<file path="src/rtl/cpu_pkg.sv">
// Encodings and defaults shared by the instruction sequencer and simple_cpu's CU.
package cpu_pkg;

  localparam logic [1:0] CLS_HALT  = 2'b00;
  localparam logic [1:0] CLS_STD   = 2'b01;
  localparam logic [1:0] CLS_LOAD  = 2'b10;
  localparam logic [1:0] CLS_STORE = 2'b11;

  localparam int unsigned DEF_STD_CYCLES   = 3;
  localparam int unsigned DEF_LOAD_CYCLES  = 4;
  localparam int unsigned DEF_STORE_CYCLES = 3;
  localparam int unsigned DEF_BOOT_CYCLES  = 1;

  localparam int unsigned HOLD_CNT_W = 8;

  typedef enum logic [2:0] {
    ST_IDLE,
    ST_BOOT,
    ST_FETCH,
    ST_HOLD,
    ST_DONE
  } seq_state_t;

  // Cycle totals include the FETCH cycle, so HOLD itself runs one cycle fewer.
  function automatic logic [HOLD_CNT_W-1:0] hold_load(
    input logic [1:0]  cls,
    input int unsigned std_c,
    input int unsigned load_c,
    input int unsigned store_c
  );
    int unsigned n;
    case (cls)
      CLS_STD:   n = std_c;
      CLS_LOAD:  n = load_c;
      CLS_STORE: n = store_c;
      default:   n = 1;
    endcase
    return (n > 1) ? HOLD_CNT_W'(n - 1) : HOLD_CNT_W'(1);
  endfunction

endpackage

</file>
<file path="src/rtl/instr_sequencer_prog_mem.sv">
// Program store: synchronous write, asynchronous read, no reset.
module prog_mem #(
  parameter int unsigned WIDTH     = 20,
  parameter int unsigned ADDR_BITS = 4
) (
  input  logic                 clk,
  input  logic                 we,
  input  logic [ADDR_BITS-1:0] wr_addr,
  input  logic [WIDTH-1:0]     wr_data,
  input  logic [ADDR_BITS-1:0] rd_addr,
  output logic [WIDTH-1:0]     rd_data
);

  logic [WIDTH-1:0] mem [2**ADDR_BITS];

  always_ff @(posedge clk) begin
    if (we) mem[wr_addr] <= wr_data;
  end

  assign rd_data = mem[rd_addr];

endmodule

</file>
<file path="src/rtl/instr_sequencer.sv">
// Steps a loaded program into simple_cpu, holding each word for its class's cycle count.
module instr_sequencer
  import cpu_pkg::*;
#(
  parameter int unsigned INSTR_WIDTH  = 20,
  parameter int unsigned PC_BITS      = 4,
  parameter int unsigned STD_CYCLES   = DEF_STD_CYCLES,
  parameter int unsigned LOAD_CYCLES  = DEF_LOAD_CYCLES,
  parameter int unsigned STORE_CYCLES = DEF_STORE_CYCLES,
  parameter int unsigned BOOT_CYCLES  = DEF_BOOT_CYCLES
) (
  input  logic                   clk,
  input  logic                   rst,
  input  logic                   prog_we,
  input  logic [PC_BITS-1:0]     prog_addr,
  input  logic [INSTR_WIDTH-1:0] prog_data,
  input  logic                   start,
  input  logic                   pause,
  output logic [INSTR_WIDTH-1:0] instruction,
  output logic [PC_BITS-1:0]     pc,
  output logic                   busy,
  output logic                   done,
  output logic [7:0]             instr_count
);

  seq_state_t             state;
  logic [HOLD_CNT_W-1:0]  hold_cnt;
  logic [PC_BITS-1:0]     next_pc;
  logic [PC_BITS-1:0]     rd_addr;
  logic [INSTR_WIDTH-1:0] rd_data;
  logic [1:0]             cur_cls;
  logic [1:0]             fetch_cls;
  logic                   mem_we;

  always_comb begin
    next_pc   = pc + 1'b1;
    rd_addr   = (state == ST_FETCH) ? next_pc : '0;
    cur_cls   = instruction[INSTR_WIDTH-1 -: 2];
    fetch_cls = rd_data[INSTR_WIDTH-1 -: 2];
    mem_we    = prog_we && !start && (state == ST_IDLE || state == ST_DONE);
  end

  prog_mem #(
    .WIDTH     (INSTR_WIDTH),
    .ADDR_BITS (PC_BITS)
  ) u_mem (
    .clk     (clk),
    .we      (mem_we),
    .wr_addr (prog_addr),
    .wr_data (prog_data),
    .rd_addr (rd_addr),
    .rd_data (rd_data)
  );

  always_ff @(posedge clk) begin
    if (rst) begin
      state       <= ST_IDLE;
      instruction <= '0;
      pc          <= '0;
      busy        <= 1'b0;
      done        <= 1'b0;
      instr_count <= '0;
      hold_cnt    <= '0;
    end else begin
      case (state)
        ST_IDLE, ST_DONE: begin
          if (start) begin
            state       <= ST_BOOT;
            pc          <= '0;
            instruction <= rd_data;
            instr_count <= '0;
            hold_cnt    <= HOLD_CNT_W'(BOOT_CYCLES);
            busy        <= 1'b1;
            done        <= 1'b0;
          end else if (state == ST_IDLE) begin
            instruction <= '0;
          end
        end
        ST_BOOT: if (!pause) begin
          if (hold_cnt <= 1) begin
            if (cur_cls == CLS_HALT) begin
              state       <= ST_DONE;
              instruction <= '0;
              busy        <= 1'b0;
              done        <= 1'b1;
            end else begin
              state    <= ST_HOLD;
              hold_cnt <= hold_load(cur_cls, STD_CYCLES, LOAD_CYCLES, STORE_CYCLES);
            end
          end else begin
            hold_cnt <= hold_cnt - 1'b1;
          end
        end
        ST_HOLD: if (!pause) begin
          if (hold_cnt <= 1) begin
            if (instr_count != 8'hFF) instr_count <= instr_count + 1'b1;
            state <= ST_FETCH;
          end else begin
            hold_cnt <= hold_cnt - 1'b1;
          end
        end
        ST_FETCH: if (!pause) begin
          // End of memory and a halt word both stop here; pc keeps the last executed address.
          if (pc == '1 || fetch_cls == CLS_HALT) begin
            state       <= ST_DONE;
            instruction <= '0;
            busy        <= 1'b0;
            done        <= 1'b1;
          end else begin
            state       <= ST_HOLD;
            pc          <= next_pc;
            instruction <= rd_data;
            hold_cnt    <= hold_load(fetch_cls, STD_CYCLES, LOAD_CYCLES, STORE_CYCLES);
          end
        end
        default: state <= ST_IDLE;
      endcase
    end
  end

endmodule
</file>
<file path="config.mk">
export PLATFORM = sky130hd
export DESIGN_NAME = instr_sequencer
export DESIGN_NICKNAME = d
export VERILOG_FILES = /design/src/rtl/cpu_pkg.sv /design/src/rtl/instr_sequencer_prog_mem.sv /design/src/rtl/instr_sequencer.sv
export SDC_FILE = /design/constraint.sdc
export NUM_CORES = 1
export LEC_CHECK = 0
export CAP_MARGIN = 15
export CORE_AREA = 4 4 186 188
export DETAILED_ROUTE_END_ITERATION = 10
export DIE_AREA = 0 0 190 192
export GPL_ROUTABILITY_DRIVEN = 0
export GPL_TIMING_DRIVEN = 0
export REMOVE_ABC_BUFFERS = 1
export SYNTH_ARGS = -nofsm -noshare
export SYNTH_HDL_FRONTEND = slang
export SYNTH_HIERARCHICAL = 1
export SYNTH_SLANG_ARGS = --single-unit
</file>
<file path="constraint.sdc">
create_clock -name clk -period 4.9 [get_ports clk]
set_input_delay 1.47 -clock clk [delete_from_list [all_inputs] [get_ports clk]]
set_output_delay 1.47 -clock clk [all_outputs]
set_load 0.02 [all_outputs]
</file>
==> impl_results.md <==
- Status: complete, no violations
- CP Data Arrival Time: ~5 ns
- Relative slew margins: roughly a third
- Dpl ws: between 0.06 and 0.07 ns
- Pin count of the biggest net entering global routing: 54
- Final WS setup: approximately 0.34 ns
- Post-synth EDFFs: 320
- Hold Crit Class: reg2reg
- ANT cells: 0
- Seq. cell area: around 11000 sq um
- Post-Layout Inst Area: 17350 sq um
- Slowest stage delay, CP: ~0.74 ns
- CTS tree: built
- Layout cell share with drive strength beyond 1: 19.00%
- Unrepaired setup endpoints after global routing: no
- Placed cell count: approximately 1300
- CTS Sinks: between 300 and 400
- CP dominant cell by count: buf_16
- Critical Path Sink Type: flip-flop
- First DRT Iteration DRCs: roughly 600
- WL per Instance: around 24 um
- R2R Path End: instruction[6]
- Synth unique cells: 53
- Max Root-Sink Buffers: 3
- Most frequent cells in the layout: 320 x edfxtp_1, 64 x mux4_2, 61 x clkdlybuf4s50_1, 59 x nand2_1, 45 x dfxtp_1
- Post-synth ARST share: 0%
- Core box area: between 30000 and 40000 sq um
- Initial antenna violation count: 0
- Maxcap violations: 0
- Syn Inst Count: just over 800
- Critical path type: reg2reg
- Crit path cell chain: nor3b_1 -> and2_4 -> buf_16 -> mux4_2 -> a22oi_1 -> nand2_1 -> or2_2 -> nand3_1 -> o21ai_0 -> nand2b_1 -> buf_16 -> o32ai_1
- Max VDD drop: between 0.2 and 0.3 mV
- PD cells: around 410 nW/um^2
- Nets: between 900 and 1000
- Crit path max fanout: 53
- Reg2Reg Depth: 12
- Worst Tran Pin Value: approximately 1 ns
- Overall global routing resource usage: a little under a fifth
- Vias in the first global route: between 7000 and 8000
- WHS Path Cells: 2
- Slowest-stage cell, CP: dfxtp_1
- Final period util: about 93%
- Post-DP HPWL: between 15000 and 20000 um
- Latest clock arrival within the worst-skew pair: 0.52 ns
- Die ar.: 36480 sq um
- CTS resizes: 0
- WP data required: ~5.3 ns
- Worst R2R Setup Slack: around 0.34 ns
- Initial core utilization: between 40% and 50%
- First-pass GRT wire length: between 40000 and 50000 um
- Area of the multi-input gates: a little under 4000 sq um
- Worst-path clk slew: 0.06 ns
- Final setup fails: 0
- Htree depth: 2
- Start of the worst register-to-register path: state[1]
- Num ports: between 60 and 70
- Post-CTS setup buffers: 0
- Synth warnings: 6
- P&R area growth vs syn: 18.92%
- Vias per inst: ~5.7
- Die W: ~190 um
- Hold Path End: done
- PortBufs: 62
- Static leakage: around 0.0054 uW
- Final WL: around 33000 um
- Layout Cells excl Fill: approximately 1400
- Placed inst area: 16090 sq um
- Remaining DRCs: 0
- Hold Buf Count CTS: 0
- DRT Pass-1 Iters: 5
- Leading cell type in the layout, fill and taps excluded: edfxtp_1
- Worst clock skew: between 0.015 and 0.02 ns
- Final Hold Viols: 0
- Final antenna-violating net count: 0
- Min cycle time layout: between 4 and 5 ns
- #FFs+latches synth: 365
- Clock tree root driver cell: clkbuf_16
- Avg Cell Area, Syn: between 15 and 20 sq um
- GR Overflow Total: 0
- Cell Area, Synth: between 10000 and 15000 sq um
- Worst Min Path Start: done
- Die height: 192 um
- Fill cell count: about 2700
- Fmax: around 220 MHz
- Num CTS Buffers: 39
- Vias: just under 8000
- Ys flop type: edfxtp_1
- Startpoint types: flip-flop
- Final total power: 7193 uW
- Final Slew Violations: 0
- Register area share after synthesis: ~72%
- # rows: 67
- Setup TNS: 0 ns
-- registers in the layout (all words and copies together), names as in the netlist --
signal,count
state,3
u_mem/mem,320
instruction,20
hold_cnt,8
pc,4
busy,1
done,1
instr_count,8
-- final cells by class --
| class | instances | share of cell area (%) |
|---|---|---|
| clock buffers | 56 | 6.167 |
| inverters | 27 | 0.5842 |
| well taps | 448 | 3.231 |
| clock inverters | 14 | 0.9520 |
| flip-flops and latches | 365 | 60.58 |
| repair buffers | 88 | 6.109 |
| multi-input cells | 387 | 22.37 |
-- cells in the mapped netlist (all sizes together) (3+ instances only) --
master  number  area share [%]
nor2b        5            0.21
o21ai        8            0.27
nor3        14            0.48
clkbuf      29            0.75
a31oi        3            0.13
dfxtp       45             6.2
nand4        8            0.34
o211ai       3            0.15
ha           6            0.51
o32ai       21             1.3
inv         27            0.69
a21oi       19            0.68
and3         3            0.13
or3          4            0.17
or2          5            0.21
nand2b       7            0.30
nand3       12            0.41
nand2       59             1.5
buf         17            0.86
xnor2        5            0.30
o21a         3            0.15
nor3b        5            0.26
mux2i        6            0.41
and2         4            0.17
edfxtp     320              66
nor2        38            0.98
a22oi       40             2.1
a211oi       4            0.21
mux4        80              13
-- where the power goes --
group,internal [uW],switching [uW]
clock,1680,1140
sequential,3460,64.7
combinational,325,520
total,5460,1730
-- critical path: cells and delay by family, from the launching register on --
| family | cells | cell delay (ns) |
|---|---|---|
| AOI/OAI and AO/OA | 3 | 0.34 |
| buffers and inverters | 2 | 0.55 |
| DFF | 1 | 0.74 |
| muxes | 1 | 0.37 |
| and+or+nand+nor | 6 | 2.36 |
-- layer usage --
metal	GRT usage, %	vias up	wire length, um
met3	3.217	39	1828
li1	-	3513	-
met5	0	-	0
met2	28.40	227	15410
met4	3.868	0	450
met1	27.17	4124	15240
-- kinds of logic after synthesis --
logic type | Yosys count | share of synthesized area (%)
AOI/OAI and AO/OA | 116 | 5.893
xor gates and xnor gates | 6 | 0.3602
adders and majority gates | 6 | 0.5146
buffers and inverters | 73 | 2.299
DFF | 365 | 72.05
muxes | 87 | 13.25
and+or+nand+nor | 172 | 5.635
-- how the worst max path moves through the flow --
| stage | start | to | cells past startpoint |
|---|---|---|---|
| floorplan | state[1] | hold_cnt[0] | 11 |
| CTS | state[1] | instruction[10] | 14 |
| detailed placement | state[1] | instruction[10] | 14 |
| global placement | state[1] | instruction[15] | 11 |
| finish | state[1] | instruction[6] | 12 |
| global route | state[1] | instruction[10] | 12 |
-- stage by stage --
step,hold WS [ns],util (%)
after CTS,0.4805,52.31
after global placement,0.4594,46.91
final,0.4777,52.39
after detailed placement,0.4707,48.58
after global routing,0.4938,52.39
after floorplan,0.4567,-
Power figures use the tool's default switching activity.
==> patch 1, RTL diff (config.mk and constraints unchanged) <==
The parameter `INSTR_WIDTH` goes from 20 to 16.
--- a/src/rtl/instr_sequencer.sv
+++ b/src/rtl/instr_sequencer.sv
@@ -4,3 +4,3 @@
 #(
-  parameter int unsigned INSTR_WIDTH  = 20,
+  parameter int unsigned INSTR_WIDTH  = 16,
   parameter int unsigned PC_BITS      = 4,
Ports: changed (resized instruction and prog_data); port bits go from 63 to 55. No check against the original RTL was run, so the function may have changed too.
==> patch 1 against the original RTL <==
Worst setup slack better by 76 ps; sequential cell count down 68; final area down 17%; routed wire length down 18%; fmax up 1.7%; synthesized area down 18%; total power down 12%; synthesized cell count down 16%; critical path type unchanged.
==> patch 1: results (changes against the original RTL) <==
* Metal3 WL at 1.67 mm (was 1.83 mm)
* Crit-path leading delay family: simple AND/OR/NAND/NOR gates (unchanged)
* Ant. Diodes at 0 (unchanged)
* Sequential fraction of the synthesis area at 71.3% (was 72.0%)
* First-pass GRT wire length at 41.4 mm (was 49.6 mm)
* Total track usage at 14.9% (was 18.2%)
* Hold_sp: done$_SDFFE_PP0P_ (unchanged)
* GR Layer Usage met1 at 21.4% (was 27.2%)
* Highest routed layer: met5 (was met4)
* Worst clock skew at 10.6 ps (was 18.2 ps)
* Met3 Use GR at 2.65% (was 3.22%)
* Post-Route M1 WL at 12.1 mm (was 15.2 mm)
* DR WL/cell at 21.6 um (was 23.8 um)
* R2R cell count at 11 (was 12)
* Worst path arrival time at 4950 ps (was 4940 ps)
* # H-tree levels at 1 (was 2)
* Share of cells above drive strength 1 at 20.6% (was 19.0%)
* Number of DRC violations after detailed-routing iteration 0 at 462 (was 602)
* EDFF count, synth at 256 (was 320)
* Met2 wire length at 12.5 mm (was 15.4 mm)
* DR vias/cell at 5.35 (was 5.71)
* Avg Cell Area, Syn at 17.2 um^2 (was 17.7 um^2)
* Synthesis Warnings at 6 (unchanged)
* Crit path largest cell delay at 850 ps (was 740 ps)
* Ranking of synthesized cells by area: edfxtp_1, mux4_2, dfxtp_1, mux4_1, a22oi_1 (unchanged)
* CP max stage cell: and2_1 (was dfxtp_1)
* Final hold slack at 466 ps (was 478 ps)
* Status: completed (unchanged)
* Post-layout net count at 805 (was 943)
* Worst vdd ir at 0.270 mV (was 0.284 mV)
* CP max FO at 18 (was 53)
* Via count at 6,645 (was 7,903)
* Buffers on Ports at 54 (was 62)
* Hold endpoint: done$_SDFFE_PP0P_ (unchanged)
* Post-synth top cells: edfxtp_1, mux4_2, nor2_1 (was edfxtp_1, mux4_2, nand2_1)
* Leakage at 4.51 nW (was 5.42 nW)
* Hold_buf cts at 0 (unchanged)
* Dpl cell area at 0.0134 mm^2 (was 0.0161 mm^2)
* CTS Buf Count at 30 (was 39)
* Worst Hold Class: register to register (unchanged)
* Later-pin clock latency in the skew report at 550 ps (was 520 ps)
* Largest net degree at the start of global routing at 59 (was 54)
* Placed insts at 1,190 (was 1,311)
* Startpoint Class: register (unchanged)
* Antenna violations before repair at 1 (was 0)
* Clock Tree Buf Depth at 3 (unchanged)
* Vias in the first global route at 6,772 (was 7,850)
* Grt met2 use at 23.6% (was 28.4%)
* Post-CTS Resized at 0 (unchanged)
* Top Registers: u_mem/mem (256), instruction (16) (was u_mem/mem (320), instruction (20))
* Synth cell types at 54 (was 53)
* Max-slew headroom at 22.4% (was 33.4%)
* Place WS at 71.5 ps (was 69.4 ps)
* HPWL Detailed at 17.4 mm (was 19.2 mm)
* CTS root buf: clkbuf_16 (unchanged)
* Setup ws final at 418 ps (was 342 ps)
* MaxCap Viol Count at 0 (unchanged)
patch 1: cell types whose count changed after synthesis, sizes merged, moves of 6 or more:
cell and change:
edfxtp -64, nand4 -6, nand3 +14, inv -20
o32ai -21, o21ai +20, a22oi -7, nand2 -28
mux4 -16, nand2b +15, clkbuf -10
patch 1: logic make-up after synthesis:
| family | share of synthesized area [%] |
|---|---|
| flops | 71.3 |
| simple gates | 7.14 |
| compound gates | 6.34 |
| mux | 12.6 |
| buf+inv | 1.69 |
| fa+ha+maj | 0.629 |
| xor+xnor | 0.294 |
patch 1: cell type report:
class / instances / area, um^2
tap: 448 / 561
fill: 2904 / 18700
inverter: 7 / 26.3
clock inverter: 18 / 205
multi-input combinational: 355 / 3310
clock buffer: 35 / 769
sequential: 297 / 8510
timing repair buffer: 83 / 1010
patch 1: power breakdown:
part / internal, mW / switching [mW] / total (mW)
registers: 2.84 / 0.0809 / 2.92
clock network: 1.33 / 0.928 / 2.26
logic: 0.484 / 0.686 / 1.17
==> patch 2, RTL diff (same flow settings) <==
Without the edit above. Reset style: asynchronous (`rst`), changed in one clocked block.
--- a/src/rtl/instr_sequencer.sv
+++ b/src/rtl/instr_sequencer.sv
@@ -54,3 +54,3 @@
 
-  always_ff @(posedge clk) begin
+  always_ff @(posedge clk or posedge rst) begin
     if (rst) begin
Behaviour: differs if rst is asserted again (counterexample within 4 cycles, from zero or initial values and one cycle with rst high); with rst held inactive, the same outputs for 4 cycles.
==> patch 2 against the original RTL <==
Synthesized area is 0.48% higher; sequential share of layout area is 1.4 points higher; via count is 0.72% lower; worst setup slack worse by 130 ps; critical endpoint is now hold_cnt[6]$_DFFE_PP0P_; global-route usage is 0.10 points lower; final area is 0.23% lower; clock skew is 5.8 ps higher; critical path type unchanged; sequential cell count stayed put; non-clock buffer count is 3 lower; routed wire length is 0.31% higher; highest routed layer is now met5.
Power is not compared: it rests on default switching activity, and its combinational part moved more than twofold at a synthesized area within 25%.
==> patch 2: results (changes against the original RTL) <==
* Sequential fraction of the synthesis area at 73.2% (was 72.0%)
* Worst-Margin Slew at 1040 ps (was 997 ps)
* Dpl cell area at 0.0161 mm^2 (about the same)
* Hold endpoint: done$_DFFE_PP0P_ (was done$_SDFFE_PP0P_)
* DR WL/cell at 24.2 um (was 23.8 um)
* HPWL Detailed at 19.2 mm (about the same)
* Status: completed (unchanged)
* DR vias/cell at 5.74 (was 5.71)
* Antenna violations before repair at 2 (was 0)
* Post-layout net count at 925 (was 943)
* Crit path largest cell delay at 830 ps (was 740 ps)
* Largest net degree at the start of global routing at 41 (was 54)
* Hold_sp: done$_DFFE_PP0P_ (was done$_SDFFE_PP0P_)
* CTS Buf Count at 38 (was 39)
* CTS root buf: clkbuf_16 (unchanged)
* Later-pin clock latency in the skew report at 540 ps (was 520 ps)
* Clock transition at path regs at 60 ps (about the same)
* Ranking of synthesized cells by area: edfxtp_1, mux4_2, dfrtp_1, mux4_1, a22oi_1 (was edfxtp_1, mux4_2, dfxtp_1, mux4_1, a22oi_1)
* R2R Setup Slk at 220 ps (was 340 ps)
* First-pass GRT wire length at 49.2 mm (was 49.6 mm)
* Total track usage at 18.1% (was 18.2%)
* Share of cells above drive strength 1 at 18.4% (was 19.0%)
* Worst path arrival time at 5100 ps (was 4940 ps)
* CP max FO at 22 (was 53)
* Number of DRC violations after detailed-routing iteration 0 at 606 (was 602)
* CP max stage cell: nor2b_4 (was dfxtp_1)
* Synth cell types at 58 (was 53)
* Worst clock skew at 24.0 ps (was 18.2 ps)
* FFs w/ async S/R, synth at 12.3% (was 0%)
* # H-tree levels at 2 (unchanged)
* Worst r2r src: state[1]$_DFFE_PP0P_ (was state[1]$_SDFFE_PP0P_)
* Vias in the first global route at 7,836 (was 7,850)
* Post-synth top cells: edfxtp_1, nand2_1, mux4_2 (was edfxtp_1, mux4_2, nand2_1)
* Critical R2R Capture: hold_cnt[6]$_DFFE_PP0P_ (was instruction[6]$_SDFFE_PP0P_)
* Final hold slack at 475 ps (was 478 ps)
* R2R cell count at 10 (was 12)
-- patch 2: changes by cell type in the layout (fill, tap and decap cells not counted), sizes merged, moves of 5 or more --
cell    unedited run  this run
a21oi             19        12
o21ai              8        40
o32ai             21         1
inv               27        11
clkinv            10        16
dfxtp             45         0
o41ai              2         7
dfrtp              0        45
nand4              8         1
nand2             59        72
clkbuf            56        50
-- patch 2: kinds of logic after synthesis --
family,share of synthesized area (%)
fa+ha+maj,0.512
xor+xnor,0.120
flops,73.2
compound gates,5.88
mux,13.1
simple gates,5.45
buf+inv,1.74
-- patch 2: stage by stage --
stage | power, mW | setup WS, ps | std cells
after global placement | 5.96 | -8230 | 1274
after global routing | 9.02 | 0.0857 | 1367
after CTS | 8.69 | 137 | 1366
after floorplan | 5.29 | -4420 | 764
after detailed placement | 5.97 | -104 | 1295
final | 8.60 | 216 | 1367
-- patch 2: final cells by class --
cell class | instances | area (um^2)
clock inverter | 19 | 153
clock buffer | 50 | 1010
fill | 2666 | 15800
inverter | 9 | 33.8
sequential | 365 | 10700
timing repair buffer | 85 | 1000
multi-input combinational | 391 | 3820
tap | 448 | 561
-- patch 2: per-layer routing --
metal	up-vias	global-route usage (%)	routed length (um)
met5	-	0	35
met4	4	4.40	809
met3	54	3.45	1860
met2	214	27.6	14900
met1	4116	27.3	15400
li1	3458	-	-
-- patch 2: tightest hold or removal path, delay by kind of cell, from the launching register on --
kind | cells | cell delay [ps]
and+or+nand+nor | 2 | 100
DFF | 1 | 340
-- patch 2: worst max path at each step --
| stage | start | to | slack (ps) | cells past startpoint |
|---|---|---|---|---|
| CTS | state[1]$_DFFE_PP0P_ | instruction[10]$_DFFE_PP0P_ | 140 | 11 |
| global route | state[1]$_DFFE_PP0P_ | hold_cnt[2]$_DFFE_PP0P_ | 0.09 | 10 |
| global placement | state[1]$_DFFE_PP0P_ | instruction[5]$_DFFE_PP0P_ | -8230 | 10 |
| floorplan | state[1]$_DFFE_PP0P_ | hold_cnt[2]$_DFFE_PP0P_ | -4420 | 10 |
| finish | state[1]$_DFFE_PP0P_ | hold_cnt[6]$_DFFE_PP0P_ | 220 | 10 |
| detailed placement | state[1]$_DFFE_PP0P_ | instruction[10]$_DFFE_PP0P_ | -100 | 11 |
-- patch 2: report_power, final --
part,leakage (nW),total [mW],switching [mW],internal [mW]
sequential,3.46,3.64,0.134,3.51
combinational,1.56,2.29,1.20,1.09
clock,0.566,2.67,1.16,1.51
-- patch 2: timing repair --
item / in CTS / in global routing
buffers inserted: 2 / 0
gates resized for setup: 0 / 2
cloned: 0 / 1
pin swaps: 1 / 1
setup endpoints to repair: 11 / 16
